$ cat src/rtl/tree_node_aggregator.sv
// Round-robin N_CHILD:1 beat aggregator feeding a registered upstream FIFO.
// Define TREE_NODE_LOCK_EN to hold the grant on a child until its last beat is accepted.
module tree_node_aggregator #(
  parameter int N_CHILD    = 5,
  parameter int DATA_W     = 8,
  parameter int FIFO_DEPTH = 4,
  localparam int ID_W      = (N_CHILD > 1) ? $clog2(N_CHILD) : 1,
  localparam int OCC_W     = $clog2(FIFO_DEPTH + 1)
) (
  input  logic                        clk,
  input  logic                        rst_n,
  input  logic [N_CHILD-1:0]          child_valid,
  input  logic [N_CHILD*DATA_W-1:0]   child_data,
  input  logic [N_CHILD-1:0]          child_last,
  output logic [N_CHILD-1:0]          child_ready,
  output logic                        up_valid,
  output logic [DATA_W-1:0]           up_data,
  output logic [ID_W-1:0]             up_id,
  output logic                        up_last,
  input  logic                        up_ready,
  output logic [OCC_W-1:0]            occupancy
);

  localparam int AW = (FIFO_DEPTH > 1) ? $clog2(FIFO_DEPTH) : 1;

  logic [DATA_W-1:0] child_data_arr [N_CHILD];
  logic [ID_W-1:0]   ptr_q, ptr_d;
  logic [ID_W-1:0]   rr_id;
  logic              rr_found;
  logic [ID_W-1:0]   gnt_id;
  logic              gnt_any;
  logic              full;
  logic              accept;
  logic              pop;

  logic [AW-1:0]     wr_ptr_q, rd_ptr_q;
  logic [OCC_W-1:0]  occ_q, occ_d;
  logic [DATA_W-1:0] mem_data_q [FIFO_DEPTH];
  logic [ID_W-1:0]   mem_id_q   [FIFO_DEPTH];
  logic [FIFO_DEPTH-1:0] mem_last_q;

  for (genvar gi = 0; gi < N_CHILD; gi++) begin : g_child
    assign child_data_arr[gi] = child_data[gi*DATA_W +: DATA_W];
    assign child_ready[gi]    = accept && (gnt_id == ID_W'(gi));
  end

  // Walk downward so the candidate closest to ptr (highest priority) is written last.
  always_comb begin
    logic [ID_W:0] cand;
    rr_found = 1'b0;
    rr_id    = '0;
    cand     = '0;
    for (int k = N_CHILD - 1; k >= 0; k--) begin
      cand = {1'b0, ptr_q} + (ID_W+1)'(k);
      if (cand >= (ID_W+1)'(N_CHILD)) begin
        cand = cand - (ID_W+1)'(N_CHILD);
      end
      if (child_valid[cand[ID_W-1:0]]) begin
        rr_found = 1'b1;
        rr_id    = cand[ID_W-1:0];
      end
    end
  end

`ifdef TREE_NODE_LOCK_EN
  logic            lock_q, lock_d;
  logic [ID_W-1:0] lock_id_q, lock_id_d;

  // A locked child keeps the grant even while idle; nobody else may be served.
  always_comb begin
    gnt_any = rr_found;
    gnt_id  = rr_id;
    if (lock_q) begin
      gnt_any = child_valid[lock_id_q];
      gnt_id  = lock_id_q;
    end
  end

  always_comb begin
    lock_d    = lock_q;
    lock_id_d = lock_id_q;
    if (accept) begin
      lock_d    = !child_last[gnt_id];
      lock_id_d = gnt_id;
    end
  end

  always_ff @(posedge clk or negedge rst_n) begin
    if (!rst_n) begin
      lock_q    <= 1'b0;
      lock_id_q <= '0;
    end else begin
      lock_q    <= lock_d;
      lock_id_q <= lock_id_d;
    end
  end
`else
  assign gnt_any = rr_found;
  assign gnt_id  = rr_id;
`endif

  assign full     = (occ_q == OCC_W'(FIFO_DEPTH));
  assign accept   = rst_n && gnt_any && !full;
  assign up_valid = (occ_q != '0);
  assign pop      = up_valid && up_ready;

  assign up_data   = mem_data_q[rd_ptr_q];
  assign up_id     = mem_id_q[rd_ptr_q];
  assign up_last   = mem_last_q[rd_ptr_q];
  assign occupancy = occ_q;

  always_comb begin
    ptr_d = ptr_q;
    if (accept) begin
      ptr_d = (gnt_id == ID_W'(N_CHILD - 1)) ? '0 : gnt_id + ID_W'(1);
    end
  end

  always_comb begin
    occ_d = occ_q;
    case ({accept, pop})
      2'b10:   occ_d = occ_q + OCC_W'(1);
      2'b01:   occ_d = occ_q - OCC_W'(1);
      default: occ_d = occ_q;
    endcase
  end

  // Storage is cleared on reset so the idle upstream bus reads as zero.
  always_ff @(posedge clk or negedge rst_n) begin
    if (!rst_n) begin
      ptr_q      <= '0;
      wr_ptr_q   <= '0;
      rd_ptr_q   <= '0;
      occ_q      <= '0;
      mem_last_q <= '0;
      for (int i = 0; i < FIFO_DEPTH; i++) begin
        mem_data_q[i] <= '0;
        mem_id_q[i]   <= '0;
      end
    end else begin
      ptr_q <= ptr_d;
      occ_q <= occ_d;
      if (accept) begin
        mem_data_q[wr_ptr_q] <= child_data_arr[gnt_id];
        mem_id_q[wr_ptr_q]   <= gnt_id;
        mem_last_q[wr_ptr_q] <= child_last[gnt_id];
        wr_ptr_q             <= wr_ptr_q + AW'(1);
      end
      if (pop) begin
        rd_ptr_q <= rd_ptr_q + AW'(1);
      end
    end
  end

endmodule

$ cat config.mk
export PLATFORM = sky130hd
export DESIGN_NAME = tree_node_aggregator
export DESIGN_NICKNAME = d
export VERILOG_FILES = /design/src/rtl/tree_node_aggregator.sv
export SDC_FILE = /design/constraint.sdc
export NUM_CORES = 1
export LEC_CHECK = 0
export ABC_AREA = 1
export ABC_CLOCK_PERIOD_IN_PS = 6000
export CORE_MARGIN = 3
export CORE_UTILIZATION = 50
export CTS_BUF_LIST = sky130_fd_sc_hd__clkbuf_4 sky130_fd_sc_hd__clkbuf_8
export CTS_CLUSTER_DIAMETER = 80
export DETAILED_ROUTE_END_ITERATION = 8
export PLACE_DENSITY = 0.77
export SYNTH_ARGS = -nofsm -noshare
export SYNTH_HDL_FRONTEND = slang
export SYNTH_SLANG_ARGS = --single-unit
$ cat constraint.sdc
create_clock -name clk -period 6 [get_ports clk]
set_input_delay 0.9 -clock clk [delete_from_list [all_inputs] [get_ports clk]]
set_output_delay 0.9 -clock clk [all_outputs]
set_load 0.01 [all_outputs]
==> flow_results.org <==
** Status
- Result of the run :: finished clean

** Hold path
- Class of the worst hold path :: reg2reg

** Routing
- Vias per cell :: between 5 and 6
- Antenna-violating nets left :: 0
- The final layout contains routed wiring with a total length of approximately 12000 microns.
- For this run, design rule violations remaining after detail routing come to 0.
- The detailed router finished its first iteration with 245 violations.
- Via total after detailed routing :: approximately 4100
- Dividing the detail-routed wire length by the instance count gives 15.13 microns.
- The first detailed-routing pass ran for 5 iterations.

** Clock network
- Clock-pin slew was measured on the worst setup and hold paths at approximately 0.07 ns.
- CTS built an H-tree with a depth of 3.
- Total of cells resized after clock tree synthesis :: 0
- The clock reaches the later pin of the worst-skew pair after 0.34 ns.
- Buffers inserted to repair hold after CTS numbered 0.
- Number of CTS-inserted buffers :: 9
- In this run the post-CTS setup repair buffer count came out at 0.
- Number of sinks handled by clock tree synthesis :: 58
- CTS root buffer :: sky130_fd_sc_hd__clkbuf_8
- TritonCTS built the clock tree.
- Maximum buffer depth of the clock tree :: 2

** Critical path
- Delay of the slowest critical-path stage :: roughly 0.57 ns
- Worst endpoint required time :: between 5 and 6 ns
- Type of the setup path with the least slack :: reg2out
- Cell repeated most along the worst path :: sky130_fd_sc_hd__nand2_1
- At the worst endpoint, the arrival time is 4.53 ns.
- Across all register-to-register paths, the minimum setup slack is between 1.5 and 2 ns.
- Maximum fanout encountered on the critical timing path :: 16
- Endpoint type of the worst setup path :: output pin
- The worst setup path is launched from a register.
- The slowest stage of the critical path belongs to the cell sky130_fd_sc_hd__dfrtp_1.
- Walking the worst path, the cells encountered are inv_2 -> ha_1 -> inv_1 -> fa_1 -> a21oi_2 -> nand2_1 -> o21ai_0 -> nand3_1 -> nand2_1 -> nand2_1 -> nand2_1 -> inv_1 -> nand2_1 -> inv_1 -> nand2_1 -> nand2_1 -> nand2_1 -> nand2_2 -> inv_2 -> ha_1 -> ha_1 -> inv_1 -> nor2_1 -> clkdlybuf4s50_1.

** Floorplan
- Placeable core area :: 7848 sq um
- The initial utilization of the core area, before any placement, comes to a little over half.
- Die outline width :: about 97 microns
- In this run the core area contains 32 standard-cell rows.
- The floorplan step defined a die boundary enclosing around 9400 sq um.
- The floorplan step set the die height to around 97 microns.
- Num ports :: 74

** Timing
- Measured slew at the worst slew-check pin :: slightly below 0.9 ns
- The number of hold violations in the final report is 0.
- Post-Route Setup TNS :: 0 ns
- The smallest clock period supported by the final layout is computed as roughly 5.4 ns.
- The number of max-slew violations in the final report came to 0.
- Setup repair after global routing missed its margin :: no
- Final period utilization :: between 90% and 100%
- The worst pin sits at a relative slew slack of between 40% and 50%.
- The clock arrives with a little over 0.007 ns of skew.
- Derived from the worst setup path, the maximum achievable clock frequency is approximately 180 MHz.
- Setup violations remaining at the end of the flow were counted as 0.

** Placement
- The congestion estimate from routability-driven global placement came to a little under 1.
- Detailed placement HPWL :: 8437 microns
- Count of buffers inserted at the top-level ports :: between 70 and 80

** Logic synthesis
- sky130_fd_sc_hd__dfrtp_1 takes more of the synthesized area than any other cell.
- Dominant cell by count in the synthesized netlist :: sky130_fd_sc_hd__nand2_1
- Synthesized instance count :: 598
- After synthesis, the cell types taking the most area are sky130_fd_sc_hd__dfrtp_1 (35%), sky130_fd_sc_hd__nand2_1 (20%), sky130_fd_sc_hd__nand3_1 (9.0%).
- For this run, the leading register cell type out of synthesis is sky130_fd_sc_hd__dfrtp_1.
- Share of the synthesized area in the top cell type :: about a third
- Average size of a mapped cell :: slightly below 7 sq um
- The commonest cells after synthesis are sky130_fd_sc_hd__nand2_1 (220), sky130_fd_sc_hd__nand3_1 (74), sky130_fd_sc_hd__dfrtp_1 (58).
- The share of the Yosys chip area taken by registers is a little over a third.
- After synthesis, the share of flip-flops with an asynchronous set or reset is between 90% and 100%.
- Yosys mapped a number of flops with a built-in enable equal to 0.
- Yosys printed 0 warnings.
- Number of unique standard cell types used by synthesis :: 31
- When the netlist entered floorplanning its net count stood at approximately 670.
- After synthesis the netlist holds a flip-flop and latch count of 58.
- Synthesized cell area :: just over 4000 sq um

** Flow run
- Max-cap violations :: 0

** Finish
- 0 antenna diodes ended up in the layout.
- Area growth from synthesis to final layout :: 22.51%
- Nets :: 737
- Cells with a size suffix above 1 make up slightly above 8% of the layout.

** Global route
- Pin count of the biggest net entering global routing :: between 50 and 60
- After global routing the overflow that remains totals 0.
- For this run, the total global-route usage over all layers was measured as approximately a quarter.
- The number of global-route vias before repair came to 4041.
- Initial antenna violation count :: 0
- First-pass GRT wire length :: ~19000 microns
through the flow:
step / utilization, % / worst slack (ns) / hold slack, ns / instance area, sq um / std cells
floorplan: - / 1.971 / 0.4436 / 4119 / 598
global placement: 61.86 / 1.036 / 0.4589 / 4855 / 754
detailed placement: 61.86 / 0.9696 / 0.4601 / 4855 / 754
CTS: 64.30 / 0.5803 / 0.4769 / 5046 / 768
global route: 64.30 / 0.1170 / 0.4959 / 5046 / 768
finish: 64.30 / 0.5672 / 0.4788 / 5046 / 768
metal layers:
| layer | GRT usage, % | part of all wire [%] | vias up |
|---|---|---|---|
| li1 | - | - | 2056 |
| met1 | 31.15 | 41 | 1932 |
| met2 | 42.14 | 50 | 137 |
| met3 | 5.119 | 5.9 | 19 |
| met4 | 9.395 | 2.4 | 0 |
| met5 | 0 | 0 | - |
path summary, 6_finish.rpt:
path,from,end,cells after the start
max reg2reg,ptr_q[0],occupancy[2],21
min reg2reg,mem_data_q[11],mem_data_q[11],2
max,ptr_q[0],child_ready[3],24
min in group asynchronous,rst_n,mem_data_q[26],2
min,mem_data_q[11],mem_data_q[11],2
max in group asynchronous,rst_n,mem_data_q[6],2
layout by cell type (no fill, tap or decap), drive strengths merged:
cell type / count
ha: 19
fa: 2
o31ai: 1
a21oi: 7
a31oi: 1
dfrtp: 58
xnor2: 2
xor2: 7
o211ai: 3
clkdlybuf4s50: 72
bufinv: 1
buf: 2
clkbuf: 11
nor3: 3
inv: 51
and2: 1
nand4: 4
nand3: 77
o22ai: 13
nor2: 38
nand3b: 1
o21ai: 48
nand2: 242
clkinv: 2
state kept, by name, indices dropped and copies added (netlist names):
signal,count
mem_id_q,12
ptr_q,3
occupancy,3
rd_ptr_q,2
wr_ptr_q,2
mem_last_q,4
mem_data_q,32
final cells by class:
type | count | area [sq um]
repair buffers | 74 | 733.2
inverters | 51 | 191.4
well taps | 102 | 127.6
clock buffers | 11 | 151.4
fillers | 712 | 2801
flip-flops and latches | 58 | 1451
clock inverters | 3 | 40.04
multi-input cells | 469 | 2351
worst max-delay path: cells and delay by family (launching register included):
family	cells	cell delay [ns]
compound gates	2	0.41
fa+ha+maj	4	0.91
flops	1	0.57
simple gates	11	0.98
buf+inv	7	1.30
cells by family after synthesis:
group                      share of synthesized area (%)
buffers and inverters                              7.685
and+or+nand+nor                                    38.24
adders and majority gates                          6.744
AOI/OAI and AO/OA                                  9.994
xor gates and xnor gates                           2.096
DFF                                                35.24
Power is not shown: default switching activity piles up to over one toggle a cycle in this logic, so the estimate is an artifact.
